===== src/rtl/pipeline_pkg.sv =====
`default_nettype none
// ============================================================================
// pipeline_pkg : shared types and constants for the pipeline hazard control
// Revision     : 1.0
// ============================================================================
package pipeline_pkg;

  typedef enum logic [1:0] {
    RUN      = 2'd0,
    MEM_WAIT = 2'd1,
    ERROR    = 2'd2
  } state_e;

  localparam logic [4:0] REG_ZERO            = 5'd0;
  localparam int         MEM_TIMEOUT_DEFAULT = 64;

endpackage
`default_nettype wire


===== src/rtl/pipeline_hazard_ctrl_if.sv =====
`default_nettype none
// ============================================================================
// pipeline_hazard_ctrl_if : hazard controller <-> pipeline signal bundle
// Revision                : 1.0
// ============================================================================
interface pipeline_hazard_ctrl_if #(
  parameter int STALL_CNT_W = 16
);
  logic [4:0]             rs_ID;
  logic [4:0]             rt_ID;
  logic                   uses_rt_ID;
  logic                   MemRead_EX;
  logic [4:0]             Write_register_EX;
  logic                   Branch_MEM;
  logic                   Zero_MEM;
  logic                   Jump_MEM;
  logic                   MemRead_MEM;
  logic                   MemWrite_MEM;
  logic                   dmem_ack;
  logic                   dmem_req;
  logic                   PC_write;
  logic                   IF_ID_write;
  logic                   ID_EX_write;
  logic                   EX_MEM_write;
  logic                   ID_EX_bubble;
  logic                   flush_IF_ID;
  logic                   flush_ID_EX;
  logic                   flush_EX_MEM;
  logic                   PCSrc;
  logic                   mem_error;
  logic [STALL_CNT_W-1:0] stall_count;

  // Controller side
  modport master (
    input  rs_ID, rt_ID, uses_rt_ID, MemRead_EX, Write_register_EX,
           Branch_MEM, Zero_MEM, Jump_MEM, MemRead_MEM, MemWrite_MEM, dmem_ack,
    output dmem_req, PC_write, IF_ID_write, ID_EX_write, EX_MEM_write,
           ID_EX_bubble, flush_IF_ID, flush_ID_EX, flush_EX_MEM, PCSrc,
           mem_error, stall_count
  );

  // Pipeline side
  modport slave (
    output rs_ID, rt_ID, uses_rt_ID, MemRead_EX, Write_register_EX,
           Branch_MEM, Zero_MEM, Jump_MEM, MemRead_MEM, MemWrite_MEM, dmem_ack,
    input  dmem_req, PC_write, IF_ID_write, ID_EX_write, EX_MEM_write,
           ID_EX_bubble, flush_IF_ID, flush_ID_EX, flush_EX_MEM, PCSrc,
           mem_error, stall_count
  );
endinterface
`default_nettype wire


===== src/rtl/pipeline_hazard_ctrl_hazard_detect.sv =====
`default_nettype none
// ============================================================================
// hazard_detect : combinational load-use compare between EX load and ID sources
// Revision      : 1.0
// ============================================================================
module hazard_detect
  import pipeline_pkg::*;
(
  input  wire logic [4:0] rs_id_i,
  input  wire logic [4:0] rt_id_i,
  input  wire logic       uses_rt_i,
  input  wire logic       mem_read_ex_i,
  input  wire logic [4:0] wr_ex_i,
  output logic            load_use_o
);

  logic w_rs_match;
  logic w_rt_match;

  assign w_rs_match = (wr_ex_i == rs_id_i);
  assign w_rt_match = uses_rt_i && (wr_ex_i == rt_id_i);

  // r0 is hardwired to zero, so a load targeting it never produces a usable value
  assign load_use_o = mem_read_ex_i && (wr_ex_i != REG_ZERO) && (w_rs_match || w_rt_match);

endmodule
`default_nettype wire


===== src/rtl/pipeline_hazard_ctrl.sv =====
`default_nettype none
// ============================================================================
// pipeline_hazard_ctrl : stall/flush sequencer with dmem wait and timeout watchdog
// Revision             : 1.0
// ============================================================================
module pipeline_hazard_ctrl
  import pipeline_pkg::*;
#(
  parameter int MEM_TIMEOUT = MEM_TIMEOUT_DEFAULT,
  parameter int STALL_CNT_W = 16
) (
  input  wire logic              clk,
  input  wire logic              rst_n,
  pipeline_hazard_ctrl_if.master hz
);

  localparam logic [7:0] c_wait_last = 8'(MEM_TIMEOUT - 1);

  state_e                 state_q, state_d;
  logic [7:0]             wait_cnt_q, wait_cnt_d;
  logic                   mem_error_q, mem_error_d;
  logic [STALL_CNT_W-1:0] stall_cnt_q, stall_cnt_d;

  logic w_mem_op;
  logic w_redirect;
  logic w_load_use;
  logic w_advance;
  logic w_pc_write;

  assign w_mem_op   = hz.MemRead_MEM | hz.MemWrite_MEM;
  assign w_redirect = (hz.Branch_MEM & hz.Zero_MEM) | hz.Jump_MEM;

  hazard_detect u_hazard_detect (
    .rs_id_i       (hz.rs_ID),
    .rt_id_i       (hz.rt_ID),
    .uses_rt_i     (hz.uses_rt_ID),
    .mem_read_ex_i (hz.MemRead_EX),
    .wr_ex_i       (hz.Write_register_EX),
    .load_use_o    (w_load_use)
  );

  // The pipeline may move this cycle unless a data access is still outstanding
  assign w_advance = (state_q == RUN)      ? (!w_mem_op || hz.dmem_ack) :
                     (state_q == MEM_WAIT) ? hz.dmem_ack : 1'b0;

  always_ff @(posedge clk or negedge rst_n) begin
    if (!rst_n) begin
      state_q     <= RUN;
      wait_cnt_q  <= '0;
      mem_error_q <= 1'b0;
      stall_cnt_q <= '0;
    end else begin
      state_q     <= state_d;
      wait_cnt_q  <= wait_cnt_d;
      mem_error_q <= mem_error_d;
      stall_cnt_q <= stall_cnt_d;
    end
  end

  always_comb begin
    state_d     = state_q;
    wait_cnt_d  = wait_cnt_q;
    mem_error_d = mem_error_q;
    case (state_q)
      RUN: begin
        if (w_mem_op && !hz.dmem_ack) begin
          state_d    = MEM_WAIT;
          wait_cnt_d = 8'd1;
        end
      end
      MEM_WAIT: begin
        if (hz.dmem_ack) begin
          state_d    = RUN;
          wait_cnt_d = '0;
        end else if (wait_cnt_q == c_wait_last) begin
          state_d     = ERROR;
          mem_error_d = 1'b1;
        end else begin
          wait_cnt_d = wait_cnt_q + 8'd1;
        end
      end
      ERROR:   state_d = ERROR;
      default: state_d = RUN;
    endcase
  end

  assign stall_cnt_d = (!w_pc_write && (stall_cnt_q != {STALL_CNT_W{1'b1}}))
                     ? stall_cnt_q + 1'b1 : stall_cnt_q;

  always_comb begin
    hz.dmem_req     = 1'b0;
    w_pc_write      = 1'b0;
    hz.IF_ID_write  = 1'b0;
    hz.ID_EX_write  = 1'b0;
    hz.EX_MEM_write = 1'b0;
    hz.ID_EX_bubble = 1'b0;
    hz.flush_IF_ID  = 1'b0;
    hz.flush_ID_EX  = 1'b0;
    hz.flush_EX_MEM = 1'b0;
    hz.PCSrc        = 1'b0;
    if (rst_n && (state_q != ERROR)) begin
      hz.dmem_req = (state_q == MEM_WAIT) || w_mem_op;
      if (w_advance) begin
        if (w_redirect) begin
          w_pc_write      = 1'b1;
          hz.IF_ID_write  = 1'b1;
          hz.ID_EX_write  = 1'b1;
          hz.EX_MEM_write = 1'b1;
          hz.PCSrc        = 1'b1;
          hz.flush_IF_ID  = 1'b1;
          hz.flush_ID_EX  = 1'b1;
          hz.flush_EX_MEM = 1'b1;
        end else if (w_load_use) begin
          hz.ID_EX_write  = 1'b1;
          hz.EX_MEM_write = 1'b1;
          hz.ID_EX_bubble = 1'b1;
        end else begin
          w_pc_write      = 1'b1;
          hz.IF_ID_write  = 1'b1;
          hz.ID_EX_write  = 1'b1;
          hz.EX_MEM_write = 1'b1;
        end
      end
    end
  end

  assign hz.PC_write    = w_pc_write;
  assign hz.mem_error   = mem_error_q;
  assign hz.stall_count = stall_cnt_q;

endmodule
`default_nettype wire


===== src/flat_wrapper.sv =====
// flat-port wrapper written by rule: the top's interface ports become plain ports
module pipeline_hazard_ctrl_flat import pipeline_pkg::*;
#(
  parameter int MEM_TIMEOUT = MEM_TIMEOUT_DEFAULT,
  parameter int STALL_CNT_W = 16
)
  (clk, rst_n, hz_rs_ID, hz_rt_ID, hz_uses_rt_ID, hz_MemRead_EX, hz_Write_register_EX, hz_Branch_MEM, hz_Zero_MEM, hz_Jump_MEM, hz_MemRead_MEM, hz_MemWrite_MEM, hz_dmem_ack, hz_dmem_req, hz_PC_write, hz_IF_ID_write, hz_ID_EX_write, hz_EX_MEM_write, hz_ID_EX_bubble, hz_flush_IF_ID, hz_flush_ID_EX, hz_flush_EX_MEM, hz_PCSrc, hz_mem_error, hz_stall_count);
  pipeline_hazard_ctrl_if #(.STALL_CNT_W(STALL_CNT_W)) hz_i ();
  input  wire logic clk;
  input  wire logic rst_n;
  input wire logic [$bits(hz_i.rs_ID)-1:0] hz_rs_ID;
  input wire logic [$bits(hz_i.rt_ID)-1:0] hz_rt_ID;
  input wire logic [$bits(hz_i.uses_rt_ID)-1:0] hz_uses_rt_ID;
  input wire logic [$bits(hz_i.MemRead_EX)-1:0] hz_MemRead_EX;
  input wire logic [$bits(hz_i.Write_register_EX)-1:0] hz_Write_register_EX;
  input wire logic [$bits(hz_i.Branch_MEM)-1:0] hz_Branch_MEM;
  input wire logic [$bits(hz_i.Zero_MEM)-1:0] hz_Zero_MEM;
  input wire logic [$bits(hz_i.Jump_MEM)-1:0] hz_Jump_MEM;
  input wire logic [$bits(hz_i.MemRead_MEM)-1:0] hz_MemRead_MEM;
  input wire logic [$bits(hz_i.MemWrite_MEM)-1:0] hz_MemWrite_MEM;
  input wire logic [$bits(hz_i.dmem_ack)-1:0] hz_dmem_ack;
  output wire logic [$bits(hz_i.dmem_req)-1:0] hz_dmem_req;
  output wire logic [$bits(hz_i.PC_write)-1:0] hz_PC_write;
  output wire logic [$bits(hz_i.IF_ID_write)-1:0] hz_IF_ID_write;
  output wire logic [$bits(hz_i.ID_EX_write)-1:0] hz_ID_EX_write;
  output wire logic [$bits(hz_i.EX_MEM_write)-1:0] hz_EX_MEM_write;
  output wire logic [$bits(hz_i.ID_EX_bubble)-1:0] hz_ID_EX_bubble;
  output wire logic [$bits(hz_i.flush_IF_ID)-1:0] hz_flush_IF_ID;
  output wire logic [$bits(hz_i.flush_ID_EX)-1:0] hz_flush_ID_EX;
  output wire logic [$bits(hz_i.flush_EX_MEM)-1:0] hz_flush_EX_MEM;
  output wire logic [$bits(hz_i.PCSrc)-1:0] hz_PCSrc;
  output wire logic [$bits(hz_i.mem_error)-1:0] hz_mem_error;
  output wire logic [$bits(hz_i.stall_count)-1:0] hz_stall_count;
  assign hz_i.rs_ID = hz_rs_ID;
  assign hz_i.rt_ID = hz_rt_ID;
  assign hz_i.uses_rt_ID = hz_uses_rt_ID;
  assign hz_i.MemRead_EX = hz_MemRead_EX;
  assign hz_i.Write_register_EX = hz_Write_register_EX;
  assign hz_i.Branch_MEM = hz_Branch_MEM;
  assign hz_i.Zero_MEM = hz_Zero_MEM;
  assign hz_i.Jump_MEM = hz_Jump_MEM;
  assign hz_i.MemRead_MEM = hz_MemRead_MEM;
  assign hz_i.MemWrite_MEM = hz_MemWrite_MEM;
  assign hz_i.dmem_ack = hz_dmem_ack;
  assign hz_dmem_req = hz_i.dmem_req;
  assign hz_PC_write = hz_i.PC_write;
  assign hz_IF_ID_write = hz_i.IF_ID_write;
  assign hz_ID_EX_write = hz_i.ID_EX_write;
  assign hz_EX_MEM_write = hz_i.EX_MEM_write;
  assign hz_ID_EX_bubble = hz_i.ID_EX_bubble;
  assign hz_flush_IF_ID = hz_i.flush_IF_ID;
  assign hz_flush_ID_EX = hz_i.flush_ID_EX;
  assign hz_flush_EX_MEM = hz_i.flush_EX_MEM;
  assign hz_PCSrc = hz_i.PCSrc;
  assign hz_mem_error = hz_i.mem_error;
  assign hz_stall_count = hz_i.stall_count;
  pipeline_hazard_ctrl #(.MEM_TIMEOUT(MEM_TIMEOUT), .STALL_CNT_W(STALL_CNT_W)) u_core (.clk(clk), .rst_n(rst_n), .hz(hz_i));
endmodule

===== config.mk =====
export PLATFORM = sky130hd
export DESIGN_NAME = pipeline_hazard_ctrl_flat
export DESIGN_NICKNAME = d
export VERILOG_FILES = /design/src/rtl/pipeline_pkg.sv /design/src/rtl/pipeline_hazard_ctrl_if.sv /design/src/rtl/pipeline_hazard_ctrl_hazard_detect.sv /design/src/rtl/pipeline_hazard_ctrl.sv /design/src/flat_wrapper.sv
export SDC_FILE = /design/constraint.sdc
export NUM_CORES = 1
export LEC_CHECK = 0
export ABC_AREA = 1
export CAP_MARGIN = 5
export CORE_AREA = 2 2 75 77
export DETAILED_ROUTE_END_ITERATION = 16
export DIE_AREA = 0 0 77 79
export PLACE_DENSITY = 0.73
export SLEW_MARGIN = 10
export SYNTH_ARGS = -nofsm -noshare
export SYNTH_HDL_FRONTEND = slang
export SYNTH_SLANG_ARGS = --single-unit

===== constraint.sdc =====
create_clock -name clk -period 2.7 [get_ports clk]
set_input_delay 0.27 -clock clk [delete_from_list [all_inputs] [get_ports clk]]
set_output_delay 0.27 -clock clk [all_outputs]
set_load 0.1 [all_outputs]

==> results_dict.tcl <==
set metrics [dict create \
    outcome "finished clean" \
    cp-start-kind "input pin" \
    antenna_found_initial 0 \
    netSwitchingPower_w 0.000849 \
    p_per_area_nw_per_um2 643 \
    required_ps 2430 \
    fillCellCount 544 \
    p_comb_frac 0.519 \
    pin_count 52 \
    r2r_start "u_core.hz.stall_count[0]$_DFFE_PN0P_" \
    synth-seq-cells 27 \
    fp.dieH_um 79 \
    synth_nets 304 \
    hold_buffers 0 \
    routed_wl_um 4520 \
    route.detailed.drc 0 \
    grt_max_degree 28 \
    crit_type "input pin to output pin" \
    tritoncts "yes" \
    final_common_cell "nand2_1" \
    synthDistinctLibCells 28 \
    clock_latency_ps 280 \
    crit_top_cell "nor2_4" \
    n_antenna_cell 0 \
    avgSynthCellArea_sq_um 6.85 \
    synth_area_sq_um 1900 \
    grt.overflow.total 0 \
    drive_gt1_frac 0.176 \
    maxCapViolCount 0 \
    regArea_sq_um 676 \
    grt_pass1_wl_um 7740 \
    route.vias.total 1855 \
    period_needed_ps 2340 \
    clk_path_buf_depth 2 \
    max-vdd-ir-drop_uv 498 \
    intPower_w 0.000802 \
    rsz0062_at_grt "false" \
    cts.sinks 27 \
    syn2layout_area_growth_pct 35.2 \
    worstPathArrival_ps 2070 \
    slew_viol_final 0 \
    io_buffers 51 \
    seq_area_frac_synth 0.356 \
    via_per_inst 4.68 \
    slew_headroom 0.690 \
    rows 27 \
    cts_buffers 3 \
    grt_pass1_vias 1777 \
    core_area_sq_um 5340 \
    period_share 0.867 \
    netlist_instances 277 \
    setup_viol 0 \
    dieWidth_um 77 \
    worst-slew-pin-transition_ps 460 \
    grtUsageTotal 0.155 \
    cts-resized-gates 0 \
    finalNetCount 352 \
    postCtsSetupBuffers 0 \
    clk_pin_slew_ps 100 \
    timing.fmax_mhz 427 \
    synth_warnings 0 \
    crit_path_start "hz_dmem_ack" \
    utilization 0.481 \
    wl_per_cell_um 11.4 \
    slowest_stage "clkdlybuf4s50_1" \
    die_area_sq_um 6080 \
    p_seq_frac 0.327 \
    path_max_fanout 8 \
    hold_viol 0 \
    cts_root_buf "clkbuf_8" \
    detail-route-antenna-nets 0 \
    p_leak_nw 1.29 \
    dp_hpwl_um 3500 \
    slowest_delay_ps 650 \
    timing.setup.tns_ps 0 \
    layout.cells.non_filler 396 \
    drt_iter0_drc 126 \
    multi_input_area_sq_um 1040 \
    hp-class "input pin to async pin" \
    sw_frac_of_total 0.514 \
    end_kind "output pin" \
    placed_cells 392 \
    skew_ps 1.76 \
    p_clk_frac 0.154 \
    layout_common_cells "99 x nand2_1, 30 x nand3_1, 27 x dfrtp_1, 25 x inv_1, 24 x clkdlybuf4s50_1" \
    cp_cell_sequence "clkdlybuf4s50_1 > inv_2 > a21oi_1 > nand2_1 > nor2_4 > inv_1 > nor2_4 > buf_12" \
    gp_congestion 0.851 \
    start_util 0.356 \
    first_pass_iters 4 \
    cts.htree.levels 1 \
]
-- cells by family after synthesis --
group                      share of synthesized area
and+or+nand+nor                                0.420
buffers and inverters                          0.102
adders and majority gates                     0.0132
xor gates and xnor gates                      0.0692
DFF                                            0.356
AOI/OAI and AO/OA                             0.0396
-- per-layer routing --
metal | routed length (um) | global-route usage
met2 | 2190 | 0.283
met5 | 0 | 0
met3 | 238 | 0.0216
met4 | 61 | 0.0518
met1 | 2020 | 0.187
-- state kept, by name, summed over array words and instances (netlist names) --
name	flops
u_core.wait_cnt_q	8
u_core.state_q	2
u_core.hz.stall_count	16
u_core.hz.mem_error	1
-- synth_stat cells, drive strengths merged --
library cell	n	area (sq um)
nand2	103	412
inv	34	128
nand3	31	160
nor2	28	118
dfrtp	27	676
buf	9	66.3
xor2	9	78.8
nor3	8	55.1
o21ai	8	40.0
xnor2	6	52.6
a21oi	3	15.0
nand4	3	33.8
a31oi	2	12.5
ha	2	25.0
or2	2	12.5
nor4	1	6.26
o31ai	1	7.51
-- area by class of cell --
cell class	count	area share
Timing Repair Buffer	52	0.224
Clock inverter	1	0.00341
Inverter	34	0.0512
Tap cell	72	0.0351
Multi-Input combinational cell	207	0.407
Clock buffer	3	0.0161
Sequential cell	27	0.263
-- worst max-delay path: cells and delay by family --
kind / cells / cell delay, ps
AND/OR/NAND/NOR: 3 / 560
buffers and inverters: 4 / 1090
AO/OA/AOI/OAI: 1 / 140
-- through the flow --
stage               hold slack, ps  power (W)  setup slack [ps]  area [sq um]
global route                   464    0.00175               256          2570
detailed placement             471    0.00141               359          2520
floorplan                    -25.6    0.00118              95.4          1920
global placement               450    0.00140               418          2520
CTS                            462    0.00166               358          2570
finish                         442    0.00165               359          2570
-- power by group through the flow --
stage          clock network (W)  logic (W)  registers [W]
4_1_cts                 0.000260   0.000862       0.000541
6_report                0.000253   0.000857       0.000540
3_3_place_gp                   0   0.000850       0.000547
3_5_place_dp                   0   0.000859       0.000549
2_1_floorplan                  0   0.000337       0.000842
5_1_grt                 0.000277   0.000916       0.000555
-- worst paths after layout --
kind | endpoint | slack [ps] | cells after the start
min in group clk | u_core.hz.mem_error$_DFFE_PN0P_ | 490 | 2
max | hz_PCSrc | 360 | 8
max in group asynchronous | u_core.wait_cnt_q[4]$_DFFE_PN0P_ | 2000 | 2
max reg2reg | u_core.hz.stall_count[9]$_DFFE_PN0P_ | 860 | 7
min | u_core.hz.stall_count[6]$_DFFE_PN0P_ | 440 | 2
min reg2reg | u_core.hz.mem_error$_DFFE_PN0P_ | 490 | 2
Power figures use the tool's default switching activity.
